$ cat src/rtl/cfg_readback_tx.sv
// Configuration readback transmitter: streams config RAM words to the host as MSB-first nibbles.
// Optional CRC-8 trailer is compiled in when CFG_READBACK_CRC_EN is defined.
module cfg_readback_tx #(
  parameter int WORD_W = 16,
  parameter int ADDR_W = 6
) (
  input  logic              clk,
  input  logic              rst,
  input  logic              start,
  input  logic [ADDR_W-1:0] base_addr,
  input  logic [ADDR_W:0]   len,
  output logic              mem_rd_en,
  output logic [ADDR_W-1:0] mem_addr,
  input  logic [WORD_W-1:0] mem_rdata,
  output logic [3:0]        tx_data,
  output logic              tx_valid,
  input  logic              tx_ready,
  output logic              busy,
  output logic              done
);

  localparam int NIBS   = WORD_W / 4;
  localparam int NIB_CW = $clog2(NIBS + 1);

  localparam logic [NIB_CW-1:0] NIB_ONE  = NIB_CW'(1);
  localparam logic [NIB_CW-1:0] NIB_LOAD = NIB_CW'(NIBS);
  localparam logic [ADDR_W:0]   CNT_ONE  = (ADDR_W + 1)'(1);
  localparam logic [ADDR_W-1:0] ADDR_ONE = ADDR_W'(1);

  typedef enum logic [2:0] {
    S_IDLE,
    S_READ,
    S_WAIT,
    S_SEND,
    S_CRC_HI,
    S_CRC_LO,
    S_DONE
  } state_t;

  state_t              state;
  logic [WORD_W-1:0]   shift_q;   // nibbles still to be presented after the current tx_data
  logic [NIB_CW-1:0]   nib_cnt;
  logic [ADDR_W:0]     word_cnt;
  logic [ADDR_W:0]     len_q;

  logic hs;
  logic last_nib;
  logic last_word;

  assign hs        = tx_valid && tx_ready;
  assign last_nib  = (nib_cnt == NIB_ONE);
  assign last_word = (word_cnt == (len_q - CNT_ONE));

`ifdef CFG_READBACK_CRC_EN
  logic [7:0] crc_q;
  logic [7:0] crc_next;

  // CRC-8 poly 0x07, fed MSB first one bit at a time.
  function automatic logic [7:0] crc8_nibble(input logic [7:0] crc, input logic [3:0] nib);
    logic [7:0] c;
    c = crc;
    for (int i = 3; i >= 0; i--) begin
      if (c[7] ^ nib[i]) c = {c[6:0], 1'b0} ^ 8'h07;
      else               c = {c[6:0], 1'b0};
    end
    return c;
  endfunction

  assign crc_next = crc8_nibble(crc_q, tx_data);

  always_ff @(posedge clk) begin
    if (rst)                           crc_q <= 8'h00;
    else if (state == S_IDLE && start) crc_q <= 8'h00;
    else if (state == S_SEND && hs)    crc_q <= crc_next;
  end
`endif

  // NOTE: all state here is registered with non-blocking assignments so every
  // branch sees the pre-edge values; blocking would leak updates between outputs.
  always_ff @(posedge clk) begin
    if (rst) begin
      state     <= S_IDLE;
      mem_rd_en <= 1'b0;
      mem_addr  <= '0;
      tx_data   <= 4'h0;
      tx_valid  <= 1'b0;
      busy      <= 1'b0;
      done      <= 1'b0;
      shift_q   <= '0;
      nib_cnt   <= '0;
      word_cnt  <= '0;
      len_q     <= '0;
    end else begin
      case (state)
        S_IDLE: begin
          if (start) begin
            busy     <= 1'b1;
            len_q    <= len;
            word_cnt <= '0;
            mem_addr <= base_addr;
            if (len != '0) begin
              mem_rd_en <= 1'b1;
              state     <= S_READ;
            end else begin
              done  <= 1'b1;
              state <= S_DONE;
            end
          end
        end

        S_READ: begin
          mem_rd_en <= 1'b0;
          state     <= S_WAIT;
        end

        S_WAIT: begin
          tx_data  <= mem_rdata[WORD_W-1 -: 4];
          shift_q  <= mem_rdata << 4;
          nib_cnt  <= NIB_LOAD;
          tx_valid <= 1'b1;
          state    <= S_SEND;
        end

        S_SEND: begin
          if (hs) begin
            tx_data <= shift_q[WORD_W-1 -: 4];
            shift_q <= shift_q << 4;
            nib_cnt <= nib_cnt - NIB_ONE;
            if (last_nib) begin
              if (!last_word) begin
                tx_valid  <= 1'b0;
                word_cnt  <= word_cnt + CNT_ONE;
                mem_addr  <= mem_addr + ADDR_ONE;
                mem_rd_en <= 1'b1;
                state     <= S_READ;
              end else begin
`ifdef CFG_READBACK_CRC_EN
                tx_data <= crc_next[7:4];
                state   <= S_CRC_HI;
`else
                tx_valid <= 1'b0;
                done     <= 1'b1;
                state    <= S_DONE;
`endif
              end
            end
          end
        end

`ifdef CFG_READBACK_CRC_EN
        S_CRC_HI: begin
          if (hs) begin
            tx_data <= crc_q[3:0];
            state   <= S_CRC_LO;
          end
        end

        S_CRC_LO: begin
          if (hs) begin
            tx_valid <= 1'b0;
            done     <= 1'b1;
            state    <= S_DONE;
          end
        end
`endif

        S_DONE: begin
          done  <= 1'b0;
          busy  <= 1'b0;
          state <= S_IDLE;
        end

        default: begin
          mem_rd_en <= 1'b0;
          tx_valid  <= 1'b0;
          done      <= 1'b0;
          busy      <= 1'b0;
          state     <= S_IDLE;
        end
      endcase
    end
  end

endmodule

$ cat config.mk
export PLATFORM = sky130hd
export DESIGN_NAME = cfg_readback_tx
export DESIGN_NICKNAME = d
export VERILOG_FILES = /design/src/rtl/cfg_readback_tx.sv
export SDC_FILE = /design/constraint.sdc
export NUM_CORES = 1
export LEC_CHECK = 0
export BUFFER_PORTS_ARGS = -buffer_cell sky130_fd_sc_hd__buf_2
export CORE_AREA = 2 2 69 71
export CTS_BUF_LIST = sky130_fd_sc_hd__clkbuf_8
export DETAILED_ROUTE_END_ITERATION = 8
export DIE_AREA = 0 0 71 73
export GPL_ROUTABILITY_DRIVEN = 0
export PLACE_DENSITY = 0.79
export SLEW_MARGIN = 40
export SYNTH_ARGS = -nofsm -noshare
export SYNTH_HDL_FRONTEND = slang
export SYNTH_SLANG_ARGS = --single-unit
$ cat constraint.sdc
create_clock -name clk -period 6.1 [get_ports clk]
set_input_delay 0.61 -clock clk [delete_from_list [all_inputs] [get_ports clk]]
set_output_delay 0.61 -clock clk [all_outputs]
set_load 0.01 [all_outputs]
# [Word-level counts from Yosys, hierarchy flattened]
# Index checks and enable logic that the tools add are counted.
[op_classes] n_addsub=4 eq_ne=13 muxes=39 bitwise_logic=4 n_reduce_logical=17
[ops] operator="case mux 16 bit (2 select lines)" count=1
[ops] operator="2-to-1 mux 7 bit" count=4
[ops] operator="2-to-1 mux 6 bit" count=4
[ops] operator="2-to-1 mux 3 bit" count=6
[ops] operator="2-to-1 mux 16 bit" count=1
[ops] operator="inequality test 2 bit, second input constant" count=7
[ops] operator="case mux 7 bit (2 select lines)" count=1
[ops] operator="2-to-1 mux 1 bit" count=13
[ops] operator="case mux 3 bit (4 select lines)" count=1
[ops] operator="case mux 6 bit (2 select lines)" count=1
[ops] operator="AND reduction 6 bit" count=2
[ops] operator="case mux 1 bit (3 select lines)" count=3
[ops] operator="case mux 4 bit (2 select lines)" count=1
[ops] operator="adder 7 x 1 -> 7 bit, second input constant" count=1
[ops] operator="equality test 7 bit" count=1
[ops] operator="nonzero test 7 bit" count=1
[ops] operator="subtractor 7 x 1 -> 7 bit, second input constant" count=1
[ops] operator="adder 6 x 1 -> 6 bit, second input constant" count=1
[ops] operator="equality test 3 x 1 -> 1 bit, second input constant" count=2
[ops] operator="equality test 3 x 2 -> 1 bit, second input constant" count=2
[ops] operator="case mux 3 bit (2 select lines)" count=1
[ops] operator="AND reduction 2 bit" count=3
[ops] operator="AND reduction 3 bit" count=2
[ops] operator="OR reduction 3 bit" count=2
[ops] operator="other kinds (10)" count=15
[totals] reg_bits=50 out_inout_bits=14 wordCells=88

# [Depth between registers and ports, before layout]
# Gate-level depths: netlist (run 1).
[depth] depth_word=6 ltp_mapped=11 mapped_depth_nobuf=9

# [Worst setup path before layout (run 1)]
# OpenSTA, ideal clock, no wires.
[synth_timing] kind="register to register" start="reg len_q[0]" end="reg mem_addr[0]" setup_time_ps=67 t_arrival_ps=2447 t_required_ps=6033 path_slack_ps=3586 path_stages_with_launch=11 n_path_buf=2 path_cell_list="dfxtp_1 > inv_1 > ha_1 > clkbuf_1 > or4_1 > a31o_1 > a221oi_4 > a21boi_4 > buf_6 > a21bo_1 > a21oi_2"
[synth_via] elab_chain_cells=4
[synth_rtl] item="start, declared" line="44" source="logic [ADDR_W:0] len_q;"
[synth_rtl] item="start signal, assigned" line="98" source="len_q <= len;"
[synth_rtl] item="subtractor 7 x 1 -> 7 bit" line="52" source="assign last_word = (word_cnt == (len_q - CNT_ONE));"
[synth_rtl] item="equality test 7 bit" line="52"
[synth_rtl] item="inequality test 2 bit (no line)"
[synth_rtl] item="AND reduction 5 bit (no line)"
[synth_rtl] item="end signal, assigned" line="100" source="mem_addr <= base_addr;"
[synth_rtl] item="end signal, assigned" line="133" source="mem_addr <= mem_addr + ADDR_ONE;"
[synth_rtl] item="end, declared" line="13" source="output logic [ADDR_W-1:0] mem_addr,"
# No other way between the ends.
# A chain may end at the register's enable or synchronous reset.

# [Worst setup path in the final report (run 1)]
[layout_timing] start="reg len_q[0]" end="reg word_cnt[5]"
[layout_via] elab_chain_cells=4
[layout_rtl] item="subtractor 7 x 1 -> 7 bit" line="52"
[layout_rtl] item="equality test 7 bit" line="52"
[layout_rtl] item="inequality test 2 bit (no line)"
[layout_rtl] item="AND reduction 5 bit (no line)"
[layout_rtl] item="end signal, assigned" line="132" source="word_cnt <= word_cnt + CNT_ONE;"
[layout_rtl] item="end, declared" line="43" source="logic [ADDR_W:0] word_cnt;"
# No other way between the ends.

==> results by stage, run 1 <==
Synth:
- After synthesis the cells add up to between 0.002 and 0.0025 mm^2.
- Counting flops with a built-in enable in the synthesized netlist gives 0.
- The synthesized netlist devotes 3.266% of its cell area to XOR and XNOR gates.
- The largest family of logic cells by synthesized area is simple AND/OR/NAND/NOR gates.
- The multiplexer area fraction after synthesis is between 3 and 4%.
- In this run, distinct cell masters in the synthesized netlist total 52.
- The sequential element share of the synthesized area is about two fifths.
- The post-synthesis async set-or-reset flop share is 0%.
- During synthesis, Yosys emitted a total of 0 warnings.
- The count of state elements after synthesis is 46.
- The synthesized netlist devotes between 20% and 30% of its cell area to compound gates.
- Each instance of the synthesized netlist takes up on average about 7.9 um^2.
- When the netlist entered floorplanning its net count stood at between 300 and 400.
- For this run, the leading register cell type out of synthesis is sky130_fd_sc_hd__dfxtp_1.
- The synthesized netlist devotes 2.592% of its cell area to adder and majority cells.
- Summing the areas of all and, or, nand and nor instances in the mapped netlist gives 26.91% of the synthesized area.
- The cell count after synthesis came out at about 300.

Floorplan:
- The number of primary I/O pins is 47.
- Once the floorplan was initialized, standard cells occupied between 50% and 60% of the core.
- The die area is just over 0.005 mm^2.
- The chip width is approximately 71 um.
- The region available for standard cell placement spans approximately 0.0045 mm^2.
- The count of standard-cell rows is 25.
- The die is approximately 73 um tall.

Worst hold path:
- The worst min-delay path endpoint is done$_SDFFE_PP0P_.
- The worst hold path belongs to the class register to register.
- The start point of the worst min-delay path is done$_SDFFE_PP0P_.
- Counting instances, the worst hold path has a depth of 1.

Routing:
- The number of iterations in the first detailed-routing pass is 4.
- The routed layout has around 2300 vias.
- The number of nets with antenna violations after routing is 0.
- For this run, design rule violations remaining after detail routing come to 0.
- After detailed routing, the average wire length per cell comes to roughly 13 um.
- In the routed layout, each cell is associated on average with a via count of roughly 5.7.
- The number of DRC violations after detailed-routing iteration 0 is 137.
- The total wire length is between 5 and 6 mm.

Final layout:
- The number of inserted diodes is 0.
- The post-route netlist has between 10% and 20% of its cells at a drive strength greater than 1.
- The number of filler instances in the final layout is about 410.
- The synthesis-to-layout area growth is 13.69%.
- The summed area of non-filler cells in the final layout is approximately 0.0027 mm^2.
- The count of nets after finishing is ~380.
- The library cell used most frequently in the layout, excluding fill and tap cells, is sky130_fd_sc_hd__nand2_1.
- The multi-input combinational cells in the finished layout cover a total of about 0.0014 mm^2.
- In the final layout, flip-flops and latches occupy slightly above 900 um^2.
- In the layout the commonest cells are sky130_fd_sc_hd__nand2_1 (64), sky130_fd_sc_hd__dfxtp_1 (46), sky130_fd_sc_hd__buf_2 (45).

Clock tree:
- In this run, post-CTS repair resized a total of 0 instances.
- The maximum buffer depth of the clock tree is 2.
- The number of levels the H-tree was split into is 2.
- The number of buffers inserted for hold repair after clock tree synthesis is 0.
- The clock edge transition at the registers on the reported setup and hold paths is around 0.090 ns.
- For this design, the sink count on the clock tree is 46.
- The clock tree from TritonCTS is built.
- The number of clock buffers added by TritonCTS is 5.
- The root buffer cell chosen for the clock tree is sky130_fd_sc_hd__clkbuf_8.
- Post-CTS timing repair inserted 0 buffers for setup.
- Clock latency on the worst-skew pair, taken at its later pin, is around 0.30 ns.

Critical path:
- The type of element launching the critical path is a register.
- Walking the worst path, the cells encountered are inv_1, ha_1, or4_1, a31o_1, a221oi_4, a21boi_4, a41o_1, a21boi_1.
- Data on the critical path is required at its endpoint by roughly 6.3 ns.
- For the worst flop-to-flop path, the logic depth is 8.
- The cell with the largest stage delay on the worst path is sky130_fd_sc_hd__or4_1.
- The start-to-end type of the worst setup path is register to register.
- The worst setup slack for register-to-register paths is approximately 3.4 ns.
- In this run the critical register-to-register path is captured at word_cnt[5]$_SDFFE_PP0P_.
- On the worst path, the slowest cell contributes a delay of roughly 0.54 ns.
- The worst setup path is captured at a register.
- Of all nets on the critical path, the largest fanout is 14.
- In this run the critical register-to-register path is launched from len_q[0]$_SDFFE_PP0P_.
- For the worst setup path, the data arrival time is slightly below 3 ns.

Timing:
- The number of hold violations in the final report is 0.
- For the final database, setup skew stands at 0.009382 ns.
- For this run, the top clock speed supported by timing is between 300 and 400 MHz.
- The post-route fraction of the period consumed by the critical path is 44.09%.
- The number of pins with negative max-slew slack in the final report came to 0.
- The relative max-transition margin is 46.54%.
- The worst path needs around 2.7 ns of the cycle, external delays included.
- At the pin with the least slew margin, the transition time is 0.8000 ns.
- The final critical-path setup slack is between 3 and 4 ns.
- The worst hold margin is approximately 0.47 ns.
- Setup violations remaining at the end of the flow were counted as 0.
- Setup repair after global routing left no endpoint under its margin.
- The summed negative setup slack over all endpoints is 0 ns.

Status:
- The run finished with clean final reports.

Power:
- The worst-case IR drop observed on VDD is between 0.15 and 0.2 mV.
- In this run the static leakage power is about 0.0011 uW.
- The cell area power density is 242.5 mW/mm^2.

Global routing:
- The via count of the first global-routing pass is between 2000 and 2500.
- Global routing used 21.59% of the available tracks across all layers.
- The total overflow reported by the global router is 0.
- The number of antenna violations at the first check in global routing is 0.
- The first global-routing pass estimated 9.114 mm of wire.
- The maximum number of pins on one net before global-route repair is 45.

Placed design:
- Once placement finished, the instance area stood at between 0.002 and 0.003 mm^2.
- The placement-stage worst setup slack is ~3.5 ns.
- The sum of net half-perimeters after detailed placement is between 3 and 4 mm.
- The number of buffers added on ports is 46.

Flow run:
- The max-cap violation count is 0.
[through the flow]
stage                     total power (uW)  utilization (%)  instances
final                                665.3            60.50        400
after detailed placement             482.0            58.40        392
after global routing                 698.4            60.50        400
after CTS                            668.0            60.39        400
after global placement               478.0            58.40        392
after floorplan                      443.2                -        307
[Yosys cell counts, types with 2 or more instances]
cell type	n	area (um^2)
sky130_fd_sc_hd__clkbuf_1	12	45.04
sky130_fd_sc_hd__inv_1	9	33.78
sky130_fd_sc_hd__o31ai_1	2	15.01
sky130_fd_sc_hd__or3_1	4	25.02
sky130_fd_sc_hd__o211ai_1	3	22.52
sky130_fd_sc_hd__mux2i_1	5	50.05
sky130_fd_sc_hd__a31o_2	2	17.52
sky130_fd_sc_hd__nor4_1	2	12.51
sky130_fd_sc_hd__and3_1	4	25.02
sky130_fd_sc_hd__a221oi_1	2	17.52
sky130_fd_sc_hd__xor2_1	7	61.31
sky130_fd_sc_hd__a311oi_1	13	113.9
sky130_fd_sc_hd__nand3_1	14	70.07
sky130_fd_sc_hd__nand4b_1	2	17.52
sky130_fd_sc_hd__ha_1	5	62.56
sky130_fd_sc_hd__nor3_1	5	25.02
sky130_fd_sc_hd__or4_1	2	15.01
sky130_fd_sc_hd__buf_2	2	10.01
sky130_fd_sc_hd__nand2_1	65	244.0
sky130_fd_sc_hd__nand4_1	5	31.28
sky130_fd_sc_hd__nor2_1	34	127.6
sky130_fd_sc_hd__xnor2_1	2	17.52
sky130_fd_sc_hd__o21ai_0	9	45.04
sky130_fd_sc_hd__mux2_2	2	22.52
sky130_fd_sc_hd__dfxtp_1	46	920.9
sky130_fd_sc_hd__a21oi_1	23	115.1
[cell type report]
| cell class | instances | share of cell area, % |
|---|---|---|
| Multi-Input combinational cell | 236 | 50.71 |
| Clock buffer | 5 | 2.508 |
| Inverter | 9 | 1.231 |
| Tap cell | 54 | 2.462 |
| Timing Repair Buffer | 47 | 8.755 |
| Clock inverter | 3 | 0.7752 |
| Sequential cell | 46 | 33.56 |
[kinds of logic after synthesis]
logic type | after synthesis
AOI/OAI and AO/OA | 71
adders and majority gates | 5
xor gates and xnor gates | 9
DFF | 46
buffers and inverters | 25
muxes | 7
and+or+nand+nor | 144
[report_power, final]
group | leakage, uW | switching (uW) | internal [uW]
clock | 0.0000441 | 109 | 80.7
sequential | 0.000376 | 19.5 | 323
combinational | 0.000714 | 76.8 | 55.7
total | 0.00113 | 206 | 460
[flip-flops by register name, summed over array words and instances (netlist names)]
name       flops
busy           1
state          3
shift_q       12
word_cnt       7
mem_rd_en      1
tx_data        4
mem_addr       6
tx_valid       1
len_q          7
done           1
nib_cnt        3
[worst max-delay path: cells and delay by family (launching register included)]
family,cells,cell delay [ns]
adder cells (fa/ha/maj),1,0.30
AND/OR/NAND/NOR,1,0.54
buffers and inverters,1,0.07
AO/OA/AOI/OAI,5,1.29
flip-flops,1,0.43
[worst max-delay path by stage]
stage | start | endpoint | slack [ns] | cells after the start
2_1_floorplan | len_q[0]$_SDFFE_PP0P_ | mem_addr[0]$_SDFFE_PP0P_ | 3.59 | 10
3_3_place_gp | tx_ready | word_cnt[0]$_SDFFE_PP0P_ | 3.58 | 7
3_5_place_dp | len_q[0]$_SDFFE_PP0P_ | word_cnt[5]$_SDFFE_PP0P_ | 3.47 | 8
4_1_cts | len_q[0]$_SDFFE_PP0P_ | word_cnt[5]$_SDFFE_PP0P_ | 3.42 | 8
5_1_grt | len_q[0]$_SDFFE_PP0P_ | word_cnt[5]$_SDFFE_PP0P_ | 3.28 | 8
6_report | len_q[0]$_SDFFE_PP0P_ | word_cnt[5]$_SDFFE_PP0P_ | 3.41 | 8
[routing by layer]
layer	track usage, %	wire, um	vias up
met3	4.144	190	4
met1	27.47	2497	1060
met2	38.01	2578	44
met5	0	0	-
li1	-	-	1167
met4	5.031	46	0
Power figures use the tool's default switching activity.
==> run 2: changes to the inputs <==
CORE_AREA = 2 2 72 74   (was 2 2 69 71)
DIE_AREA = 0 0 74 76   (was 0 0 71 73)
PLACE_DENSITY = 0.76   (was 0.79)
clock period = 2.3 ns   (was 6.1 ns; I/O delays follow)
==> results by stage, run 2 (synthesis results as in run 1) <==
Status:
- The flow ran to the end, and the final reports show no timing, DRC or antenna violations.

Routing:
- The vias after detailed routing came to 2442 (+7.3%).
- The number of DRC violations after detailed-routing iteration 0 is 118 (-14%).
- The detailed-route DRC error count is 0 (unchanged).
- The number of nets with antenna violations after routing is 0 (unchanged).
- The mean routed wirelength per cell came to 13.38 um (+0.71%).
- The mean number of vias per cell is 5.550 (-2.4%).
- The total wire length is 5.886 mm (+11%).
- The number of iterations in the first detailed-routing pass is 4 (unchanged).

Power:
- The static power due to leakage is 0.001299 uW (+15%).
- The cell area power density is 668.2 mW/mm^2 (+180%).
- The worst ir drop on vdd is 0.5469 mV (+240%).

Timing:
- The number of pins with negative max-slew slack in the final report was 0 (unchanged).
- The relative max-transition margin is 68.39% (+22 points).
- The post-route fraction of the period consumed by the critical path was 99.48% (+55 points).
- The slew at the pin closest to its max-slew limit is 0.4692 ns (-0.3308 ns).
- The maximum achievable frequency is 437.1 MHz (+18%).
- Setup repair after global routing could not meet its margin everywhere.
- The number of setup violations in the final report is 0 (unchanged).
- The minimum period implied by the final worst setup slack is 2.288 ns (-0.4014 ns).
- The final worst clock skew is 0.007660 ns (-0.001722 ns).
- The number of hold violations in the final report was 0 (unchanged).

Critical path:
- The startpoint of the worst-slack reg-to-reg timing path is len_q[0]$_SDFFE_PP0P_.
- The worst setup slack for register-to-register paths is 0.01 ns (-3.40 ns).
- The worst register-to-register path ends at word_cnt[3]$_SDFFE_PP0P_.
- The largest driver fanout on the critical path is 7 (-7).
- The start-to-end type of the worst setup path is register to register.
- The count of cells along the worst register-to-register path was 8 (unchanged).
- The required time of the critical path is 2.53 ns (-3.81 ns).
- The arrival time of data at the critical path endpoint came to 2.52 ns (-0.41 ns).
- The type of element launching the critical path is a register.
- The kind of end point of the critical path is a register.

Floorplan:
- The chip width is 74 um (+4.2%).
- The number of primary I/O pins is 47 (unchanged).
- The die extent in y is 76 um (+4.1%).
- The die area is 0.005624 mm^2 (+8.5%).
- The count of standard-cell rows is 26 (+4.0%).
- The area of the core region is 0.004912 mm^2 (+8.3%).
- The starting density of the core is 49.13% (-4.1 points).

Final layout:
- The synthesis-to-layout area growth is 26.96%.
- The final core utilization is 62.38% (+1.9 points).
- The top cell types in the final layout, fill and taps aside, are sky130_fd_sc_hd__nand2_1 (64), sky130_fd_sc_hd__buf_2 (46), sky130_fd_sc_hd__dfxtp_1 (44).
- The number of flip-flops in the largest register is 12 (unchanged).
- The count of nets after finishing is 407 (+6.3%).
- The count of non-filler cells in the finished layout is 440 (+10%).
- In the final layout, the registers with the most flip-flops are shift_q x12, len_q x7, word_cnt x7.
- shift_q holds more flip-flops than any other register.
- The commonest non-fill, non-tap cell in the layout is sky130_fd_sc_hd__nand2_1.
- The fraction of layout cells with a size suffix above 1 came to 27.84% (+8.5 points).
- The number of inserted diodes is 0 (unchanged).

Clock tree:
- The clock edge transition at the registers on the reported setup and hold paths is 0.09 ns (about the same).
- The number of levels the H-tree was split into is 2 (unchanged).
- The number of CTS-inserted buffers came to 5 (unchanged).
- The number of buffers inserted for hold repair after clock tree synthesis is 0 (unchanged).
- The clock net sink count is 46 (unchanged).
- The maximum buffer depth of the clock tree is 2 (unchanged).
- The insertion delay to the later sink of the worst-skew pair came to 0.30 ns (about the same).
- The cell sitting at the root of the clock tree is a sky130_fd_sc_hd__clkbuf_8.
- The clock tree from TritonCTS is built.

Worst hold path:
- The start point of the worst min-delay path is mem_rdata[2].
- The worst hold path cell count is 3 (+2).
- The tightest min-delay check is of the primary input to register type.
- For hold timing, the worst endpoint is shift_q[6]$_SDFFE_PP0P_.

Global routing:
- The via count of the first global-routing pass came to 2315 (+9.7%).
- The first-pass GRT wire length came to 10.24 mm (+12%).
- The maximum number of pins on one net before global-route repair is 25 (-44%).
- The total track usage is 22.68% (+1.1 points).
- The total overflow reported by the global router is 0 (unchanged).
- The number of antenna violations at the first check in global routing is 0 (unchanged).

Placed design:
- The sum of net half-perimeters after detailed placement was 4.182 mm (+11%).
- The number of buffers added on ports is 46 (unchanged).
- The post-placement cell count is 429 (+9.4%).

Flow run:
- The max-cap violation count came to 0 (unchanged).
## run 2: cell types whose count changed in the layout (fill, tap and decap cells not counted), sizes merged
cell / change
buf: +23
bufinv: +2
clkinv: -1
clkinvlp: -1
a21boi: +1
## run 2: report_power, final
group          leakage, uW  switching, uW  internal [uW]
registers         0.000377           49.2            858
logic             0.000854            227            191
clock network    0.0000683            288            435
## run 2: per-layer routing
layer	GRT usage, %	share of wire (%)	vias to the layer above
met5	0	0	-
met1	28.44	43	1148
li1	-	-	1223
met2	37.68	50	60
met3	5.159	4.7	11
met4	7.818	2.0	0
## run 2: timing repair
action / in CTS / in global routing
hold endpoints to repair: 0 / 0
buffers inserted: 1 / 1
gates resized for setup: 4 / 13
endpoints found under the setup margin: 4 / 26
cloned: 1 / 0
pin swaps: 4 / 5
## run 2: per-stage QoR
step	TNS, ns	hold slack, ns	total power, uW	setup WS, ns	area (um^2)
after CTS	-0.004780	0.1509	2042	-0.004780	3010
final	0	0.1586	2048	0.01198	3064
after detailed placement	-0.08451	0.4665	1318	-0.04920	2841
after global placement	0	0.4600	1309	0.005549	2841
after floorplan	-0.1433	0.3584	1184	-0.04647	2439
after global routing	-0.3949	0.1519	2147	-0.07350	3064
## run 2: worst max path at each step
stage | to | slack (ns) | cells after the start | startpoint
floorplan | mem_addr[0]$_SDFFE_PP0P_ | -0.05 | 10 | len_q[0]$_SDFFE_PP0P_
global placement | mem_addr[3]$_SDFFE_PP0P_ | 0.006 | 7 | len_q[0]$_SDFFE_PP0P_
detailed placement | mem_addr[3]$_SDFFE_PP0P_ | -0.05 | 7 | len_q[0]$_SDFFE_PP0P_
CTS | word_cnt[3]$_SDFFE_PP0P_ | -0.005 | 8 | len_q[2]$_SDFFE_PP0P_
global route | word_cnt[3]$_SDFFE_PP0P_ | -0.07 | 8 | len_q[0]$_SDFFE_PP0P_
finish | word_cnt[3]$_SDFFE_PP0P_ | 0.01 | 8 | len_q[0]$_SDFFE_PP0P_
## run 2: worst max-delay path: stages (launching register included)
cell	delay, ns
sky130_fd_sc_hd__dfxtp_2	0.34
sky130_fd_sc_hd__or2_4	0.25
sky130_fd_sc_hd__or4_1	0.51
sky130_fd_sc_hd__a31o_1	0.22
sky130_fd_sc_hd__a221oi_4	0.30
sky130_fd_sc_hd__buf_6	0.17
sky130_fd_sc_hd__a21boi_4	0.09
sky130_fd_sc_hd__nand4_1	0.14
sky130_fd_sc_hd__mux2i_1	0.19
## run 2: area by class of cell
class	count	area [um^2]
fill	454	1848
multi-input combinational	237	1464
sequential	46	923.4
timing repair buffer	70	417.9
tap	70	87.58
clock buffer	5	68.82
clock inverter	3	68.82
inverter	9	33.78
